## src/rtl/bist_misr_ctrl.sv

```systemverilog
// Response compactor for LFSR-driven BIST: folds each CUT response into a 9-bit MISR
// (x^9 + x^4 + 1), counts patterns and reports a sticky done/pass verdict.
module bist_misr_ctrl #(
    parameter int unsigned NUM_PATTERNS = 511,
    parameter logic [8:0]  GOLDEN       = 9'h000
) (
    input  logic       clk,
    input  logic       reset,
    input  logic       start,
    input  logic       resp_valid,
    input  logic [8:0] resp,
    output logic       busy,
    output logic       done,
    output logic       pass,
    output logic [8:0] signature,
    output logic [9:0] pattern_cnt
);

    typedef enum logic [1:0] {
        IDLE = 2'd0,
        RUN  = 2'd1,
        DONE = 2'd2
    } state_t;

    localparam logic [9:0] LAST_CNT = 10'(NUM_PATTERNS);

    state_t     state_q, state_d;
    logic [8:0] sig_q, sig_d;
    logic [9:0] cnt_q, cnt_d;
    logic       accept;
    logic [8:0] misr_next;

    // Handshake: resp_valid alone qualifies resp; there is no ready. A response is
    // consumed on any edge where state is RUN and resp_valid is high, otherwise dropped.
    assign accept = (state_q == RUN) && resp_valid;

    // Tap at bit 3 feeds bit 0 together with the overflow bit 8.
    assign misr_next = {sig_q[7:0], sig_q[8] ^ sig_q[3]} ^ resp;

    always_ff @(posedge clk) begin
        if (reset) begin
            state_q <= IDLE;
            sig_q   <= 9'h000;
            cnt_q   <= 10'd0;
        end else begin
            state_q <= state_d;
            sig_q   <= sig_d;
            cnt_q   <= cnt_d;
        end
    end

    always_comb begin
        state_d = state_q;
        sig_d   = sig_q;
        cnt_d   = cnt_q;
        case (state_q)
            IDLE, DONE: begin
                if (start) begin
                    state_d = RUN;
                    sig_d   = 9'h000;
                    cnt_d   = 10'd0;
                end
            end
            RUN: begin
                if (accept) begin
                    sig_d = misr_next;
                    cnt_d = cnt_q + 10'd1;
                    if (cnt_q + 10'd1 == LAST_CNT) begin
                        state_d = DONE;
                    end
                end
            end
            default: begin
                state_d = IDLE;
                sig_d   = 9'h000;
                cnt_d   = 10'd0;
            end
        endcase
    end

    assign busy        = (state_q == RUN);
    assign done        = (state_q == DONE);
    assign pass        = done && (sig_q == GOLDEN);
    assign signature   = sig_q;
    assign pattern_cnt = cnt_q;

endmodule

```

## config.mk

```make
export PLATFORM = sky130hd
export DESIGN_NAME = bist_misr_ctrl
export DESIGN_NICKNAME = d
export VERILOG_FILES = /design/src/rtl/bist_misr_ctrl.sv
export SDC_FILE = /design/constraint.sdc
export NUM_CORES = 1
export LEC_CHECK = 0
export CORE_AREA = 4 4 85 67
export DETAILED_ROUTE_END_ITERATION = 8
export DIE_AREA = 0 0 89 71
export GPL_TIMING_DRIVEN = 0
export PLACE_DENSITY_LB_ADDON = 0.1
export SLEW_MARGIN = 20
export SYNTH_ARGS = -nofsm -noshare
export SYNTH_HDL_FRONTEND = slang
export SYNTH_SLANG_ARGS = --single-unit
```

## constraint.sdc

```tcl
create_clock -name clk -period 4.6 [get_ports clk]
set_input_delay 0.92 -clock clk [delete_from_list [all_inputs] [get_ports clk]]
set_output_delay 0.92 -clock clk [all_outputs]
set_load 0.05 [all_outputs]
```

==> run metrics, run 1 <==
Final ANT Viol Nets=0; slowest CP cell=clkdlybuf4s50_1; Async SR Flop Fraction=0; root buf cell=clkbuf_8; Setup crit end kind=output port; GP Congestion=0.825; CP Launch Type=flip-flop; Gate Count Post-Synth=153; Mapped Avg Cell Area=7.67 um2; Die H=71 um; Post-synth top flop=dfxtp_1; Post CTS Setup Buffer Count=0; layout cell share with drive strength beyond 1=0.0576; worst path cell trace=nor4_1 -> nand3_1 -> nor4_1 -> clkdlybuf4s50_1; post-CTS sizing=0; RSZ-0062 raised after global routing=false; vias after detailed routing=1,186; DR vias/cell=4.73; Worst path most repeated cell=nor4_1; Post-Route Setup TNS=0 ns; number of distinct library cells after synthesis=34; Slew headroom=0.659; clock buffer depth=2; max-slew violation count=0; DR pass1 iterations=4; Worst path max stage delay=0.84 ns; initial core utilization=0.244; EDFF count, synth=0; hold buffer count at CTS=0; worst-skew pair later-pin latency=0.26 ns; outcome=finished clean; Port Buffers=34; CTS Buf Count=3; maximum clock frequency=0.326 GHz; clk_skew=0.00190 ns; Die X=89 um; WHS=0.546 ns; power density cells=241 nW/um2; Critical Path Fanout Max=4; # rows=22; DRC viols=0; Post-Syn Nets=168; Antenna Cells=0; final hold vios=0; Cell Area, Synth=1170 um2; first-pass GRT wire length=5550 um; vias in the first global route=1,139; Pleak=0.542 nW; fin crit share=0.668; register area share after synthesis=0.358; total grt overflow=0; most common cell after layout, fill and taps aside=clkdlybuf4s50_1; clk slew on worst S/H paths=0.08 ns; critical path type=flip-flop to output port; Core Region=4820 um2; largest net degree at the start of global routing=12; Nets=207; I/O pin total=35; CTS tree=yes; commonest cells after routing, fill and taps aside=clkdlybuf4s50_1 (34), nor2_1 (27), dfxtp_1 (21); wire per inst=13.3 um; Total Wirelength=3340 um; Yosys reg bits=21; GRT Total Usage=0.112; Data required, critical path=3.68 ns; Hold Path Class=flip-flop to flip-flop; Max Cap Violations=0; Critical Path AT=2.15 ns; H-tree depth=1; DR iter-0 viols=40; final setup fails=0; clk sinks=21; Worst Max-Slew Pin Slew=0.512 ns; Synth warnings=0; min cycle time layout=3.07 ns; die footprint=6320 um2; initial antenna violation count=0; HPWL Detailed=2490 um; maximum VDD drop=0.0000771 V; Layout area overhead=39.2%
## where the power goes
part | internal [mW] | switching [mW] | total [mW]
clock | 0.0618 | 0.0632 | 0.125
sequential | 0.186 | 0.00580 | 0.192
combinational | 0.0321 | 0.0457 | 0.0778
total | 0.280 | 0.115 | 0.395
## layer usage
layer | wire length [um] | vias to the layer above | track usage
li1 | - | 611 | -
met1 | 1700 | 542 | 0.159
met2 | 1400 | 29 | 0.160
met3 | 198 | 4 | 0.0338
met4 | 42 | 0 | 0.0364
met5 | 0 | - | 0
## worst max-delay path: cells and delay by family (launching register included)
kind	cells	cell delay, ns
buffers and inverters	1	0.84
AND/OR/NAND/NOR	3	0.69
flip-flops	1	0.35
## flip-flops by register name, summed over array words and instances, names as in the netlist
| signal | flops |
|---|---|
| state_q | 2 |
| signature | 9 |
| pattern_cnt | 10 |
## cells by family (layout without fill, tap and decap cells)
| logic type | count (synthesis) | after routing | share of synthesized area |
|---|---|---|---|
| XOR/XNOR | 12 | 12 | 0.0896 |
| adder cells (fa/ha/maj) | 2 | 2 | 0.0213 |
| AND/OR/NAND/NOR | 66 | 66 | 0.281 |
| flip-flops | 21 | 21 | 0.358 |
| buffers and inverters | 11 | 49 | 0.0501 |
| AO/OA/AOI/OAI | 41 | 41 | 0.199 |
## synth_stat cells (3+ instances only)
library cell / instances / area, um2
xnor2_1: 10 / 87.6
nand2_1: 11 / 41.3
buf_2: 3 / 15.0
dfxtp_1: 21 / 420
clkbuf_1: 3 / 11.3
nand3_1: 5 / 25.0
nor3_1: 8 / 40.0
a22oi_1: 3 / 22.5
o21ai_0: 10 / 50.1
a21oi_1: 20 / 100
nor2_1: 27 / 101
## cell type report
cell class	count	area, um2
buffer	9	51.3
clock buffer	4	45.0
fill	531	3180
inverter	2	7.51
multi-input combinational	121	694
sequential	21	420
tap	60	75.1
timing repair buffer	34	340
## path summary, 6_finish.rpt
check,end,slack (ns),cells past startpoint,from
setup / recovery,pass,1.53,4,signature[4]
hold / removal,pattern_cnt[8],0.55,2,pattern_cnt[8]
setup reg to reg,state_q[0],2.59,6,pattern_cnt[0]
hold reg to reg,pattern_cnt[8],0.55,2,pattern_cnt[8]
## stage by stage
stage | worst slack (ns) | std cells | power (mW) | area [um2] | utilization
after floorplan | 0.962 | 153 | 0.243 | 1170 | -
after global placement | 1.79 | 247 | 0.274 | 1590 | 0.330
after detailed placement | 1.80 | 247 | 0.274 | 1590 | 0.330
after CTS | 1.50 | 251 | 0.402 | 1630 | 0.339
after global routing | 1.38 | 251 | 0.413 | 1630 | 0.339
final | 1.53 | 251 | 0.395 | 1630 | 0.339
Note: power is estimated with default switching activity, not from simulation.
==> run 2, diff against run 1 <==
==> constraint.sdc (replaced) <==
create_clock -name clk -period 3 [get_ports clk]
set_input_delay 0.6 -clock clk [delete_from_list [all_inputs] [get_ports clk]]
set_output_delay 0.6 -clock clk [all_outputs]
set_load 0.05 [all_outputs]
==> run metrics, run 2 (synthesized netlist as in run 1, its figures left out) <==
final setup fails=0; RSZ-0062 raised after global routing=false; critical path type=flip-flop to output port; total grt overflow=0; wire per inst=13.2 um; final hold vios=0; Port Buffers=34; Post-Route Setup TNS=0 ns; min cycle time layout=2.79 ns; Core Region=4820 um2; Inst Count DP=247; Die H=71 um; clk sinks=21; Post-Layout Cell Count=251; Total Wirelength=3320 um; Slew headroom=0.661; root buf cell=clkbuf_8; most common cell after layout, fill and taps aside=clkdlybuf4s50_1; post-CTS sizing=0; part of the power in registers=0.488; first-pass GRT wire length=5460 um; layout cell share with drive strength beyond 1=0.0681; Pleak=0.546 nW; Antenna Cells=0; Die X=89 um; DRC viols=0; Crit path buffers/inverters=1; crit-path leading delay family=buffers and inverters; initial antenna violation count=0; GRT Total Usage=0.110; DR pass1 iterations=4; Setup crit end kind=output port; worst path cell trace=nor4_1 -> nand3_1 -> nor4_2 -> clkdlybuf4s50_1; Post CTS Setup Buffer Count=0; die footprint=6320 um2; Final ANT Viol Nets=0; Comb power frac=0.197; Max Cap Violations=0; Worst Max-Slew Pin Slew=0.507 ns; Psw=0.176 mW; vias after detailed routing=1,193; vias in the first global route=1,119; Most Crowded Layer GR=met2; initial core utilization=0.244; CP Launch Type=flip-flop; Clk pwr share=0.315; GP Congestion=0.825; power density cells=368 nW/um2; Power, Total=0.603 mW; Data required, critical path=2.40 ns; clk slew on worst S/H paths=0.09 ns; Nets=207; outcome=finished clean; CTS Buf Count=3; # rows=22; max-slew violation count=0; fin crit share=0.931; hold buffer count at CTS=0; Critical Path Fanout Max=4; H-tree depth=1; Largest register FFs=10; met2 GRT Util=0.161; DR iter-0 viols=42; I/O pin total=35; worst-skew pair later-pin latency=0.27 ns; met1 GRT Util=0.154; met3 usage=0.0407; largest net degree at the start of global routing=13; Worst path max stage delay=0.84 ns; maximum VDD drop=0.000140 V; CTS tree=yes; Critical Path AT=2.19 ns; Hold Path Class=flip-flop to flip-flop; maximum clock frequency=0.358 GHz; HPWL Detailed=2520 um; clk_skew=0.0111 ns; Net Sw Frac=0.292; slowest CP cell=clkdlybuf4s50_1; clock buffer depth=2; Layout area overhead=39.9%; Pint=0.427 mW; commonest cells after routing, fill and taps aside=clkdlybuf4s50_1 (34), nor2_1 (27), dfxtp_1 (21); DR vias/cell=4.75
-- run 2: path summary, 6_finish.rpt --
kind / startpoint / slack [ns] / depth (start not counted) / to
min reg2reg: pattern_cnt[8] / 0.55 / 2 / pattern_cnt[8]
min: pattern_cnt[8] / 0.55 / 2 / pattern_cnt[8]
max: signature[4] / 0.21 / 4 / pass
max reg2reg: pattern_cnt[1] / 1.00 / 6 / state_q[0]
-- run 2: tightest hold or removal path, stage by stage, from the launching register on --
cell,delay (ns)
dfxtp_1,0.35
o21ai_0,0.09
a21oi_1,0.06
-- run 2: layout make-up --
cell class / instances / area, um2
flip-flops and latches: 21 / 420
inverters: 2 / 7.51
fillers: 520 / 3180
well taps: 60 / 75.1
repair buffers: 34 / 340
multi-input cells: 121 / 701
plain buffers: 9 / 51.3
clock buffers: 3 / 41.3
clock inverters: 1 / 5.00
-- run 2: through the flow --
step | area [um2] | setup slack [ns] | hold slack (ns) | util
finish | 1640 | 0.206 | 0.550 | 0.341
global route | 1640 | 0.0742 | 0.578 | 0.341
CTS | 1640 | 0.218 | 0.540 | 0.341
detailed placement | 1600 | 0.532 | 0.528 | 0.331
global placement | 1600 | 0.536 | 0.520 | 0.331
floorplan | 1180 | 0.228 | 0.615 | -
-- run 2: power groups by stage --
stage / Clock [mW] / Sequential, mW / Combinational, mW
3_5_place_dp: 0 / 0.301 / 0.120
2_1_floorplan: 0 / 0.318 / 0.0555
4_1_cts: 0.199 / 0.294 / 0.121
5_1_grt: 0.212 / 0.296 / 0.130
6_report: 0.190 / 0.294 / 0.119
3_3_place_gp: 0 / 0.301 / 0.120
-- run 2: metal layers --
metal,wire length (um),vias to the layer above
met1,1670,553
li1,-,613
met5,0,-
met3,222,2
met2,1400,25
met4,25,0
==> run 3, diff against run 2 <==
--- a/config.mk
+++ b/config.mk
@@ -9,7 +9,6 @@
 export DETAILED_ROUTE_END_ITERATION = 8
 export DIE_AREA = 0 0 89 71
 export GPL_TIMING_DRIVEN = 0
-export PLACE_DENSITY_LB_ADDON = 0.1
 export SLEW_MARGIN = 20
 export SYNTH_ARGS = -nofsm -noshare
 export SYNTH_HDL_FRONTEND = slang
==> run metrics, run 3 (synthesized netlist as in run 1, its figures left out) <==
initial antenna violation count=0; Antenna Cells=0; Data required, critical path=2.40 ns; outcome=finished clean; clk slew on worst S/H paths=0.08 ns; wire per inst=13.0 um; CTS Buf Count=3; largest net degree at the start of global routing=12; RSZ-0062 raised after global routing=false; path depth of the worst reg2reg path=6; DR pass1 iterations=4; flop-to-flop setup slack=0.95 ns; die footprint=6320 um2; Largest register FFs=10; Post CTS Setup Buffer Count=0; Core Region=4820 um2; fin crit share=0.925; Worst Max-Slew Pin Slew=0.507 ns; root buf cell=clkbuf_8; worst-skew pair later-pin latency=0.27 ns; Storage cell area=420 um2; GRT Total Usage=0.107; DR iter-0 viols=62; Die X=89 um; Post-Route Setup TNS=0 ns; post-CTS sizing=0; Total Wirelength=3260 um; Critical Path AT=2.18 ns; final hold vios=0; vias in the first global route=1,046; maximum clock frequency=0.360 GHz; Setup crit end kind=output port; # rows=22; critical path type=flip-flop to output port; Die H=71 um; DR vias/cell=4.66; I/O pin total=35; Nets=207; Crit path buffers/inverters=1; DRC viols=0; power density cells=369 nW/um2; maximum VDD drop=0.000153 V; commonest cells after routing, fill and taps aside=clkdlybuf4s50_1 (34), nor2_1 (27), dfxtp_1 (21); layout cell share with drive strength beyond 1=0.0628; slowest CP cell=clkdlybuf4s50_1; crit-path leading delay family=buffers and inverters; Slew headroom=0.661; Layout area overhead=39.8%; Port Buffers=34; hold buffer count at CTS=0; total grt overflow=0; Max Cap Violations=0; HPWL Detailed=2460 um; CP Launch Type=flip-flop; Critical Path Fanout Max=4; vias after detailed routing=1,169; Filler cells=515; Critical R2R Capture=state_q[0]; final setup fails=0; min cycle time layout=2.78 ns; Hold Path Class=flip-flop to flip-flop; H-tree depth=1; clk_skew=0.00189 ns; worst path cell trace=nor4_1 -> nand3_1 -> nor4_2 -> clkdlybuf4s50_1; CTS tree=yes; Reg-to-Reg Start=pattern_cnt[1]; initial core utilization=0.244; most common cell after layout, fill and taps aside=clkdlybuf4s50_1; area of the multi-input gates=701 um2; first-pass GRT wire length=5370 um; Pleak=0.543 nW; Hold Path Stages=2; final core occ=0.341; hold path endpoint=pattern_cnt[8]; clk sinks=21; hold_sp=pattern_cnt[8]; GP Congestion=0.778; clock buffer depth=2; max-slew violation count=0; Final ANT Viol Nets=0; Worst path max stage delay=0.84 ns
run 3: cell count changes in the layout (fill, tap and decap cells not counted), sizes merged:
cell and change:
clkinv -1, clkbuf +1
run 3: tightest hold or removal path, stage by stage (launching register included):
cell	delay (ns)
dfxtp_1	0.35
o21ai_0	0.08
a21oi_1	0.06
run 3: worst max-delay path by stage:
stage | from | end | slack, ns | depth (start not counted)
floorplan | state_q[1] | pass | 0.23 | 3
global placement | signature[4] | pass | 0.53 | 4
detailed placement | signature[4] | pass | 0.54 | 4
CTS | signature[4] | pass | 0.22 | 4
global route | signature[4] | pass | 0.20 | 4
finish | signature[4] | pass | 0.22 | 4
run 3: where the power goes:
part           switching [mW]  internal, mW  total, mW
Sequential            0.00893         0.285      0.294
Combinational          0.0696        0.0493      0.119
Clock                  0.0980        0.0949      0.193
run 3: metal layers:
layer | part of all wire | GRT usage
met5 | 0 | 0
met2 | 0.42 | 0.149
met3 | 0.067 | 0.0407
met4 | 0.0068 | 0.0198
met1 | 0.50 | 0.158
run 3: area by class of cell:
cell class                      count  share of cell area
Multi-Input combinational cell    121               0.427
Sequential cell                    21               0.256
Timing Repair Buffer               34               0.207
Tap cell                           60              0.0458
Buffer                              9              0.0313
Clock buffer                        4              0.0275
Inverter                            2             0.00458
run 3: per-stage QoR:
step	power [mW]	hold WS, ns	cells	setup WS [ns]	cell area, um2
final	0.606	0.537	251	0.224	1640
after global routing	0.634	0.585	251	0.199	1640
after CTS	0.614	0.542	251	0.225	1640
after detailed placement	0.420	0.530	247	0.540	1600
after global placement	0.420	0.524	247	0.527	1600
after floorplan	0.373	0.615	153	0.228	1180
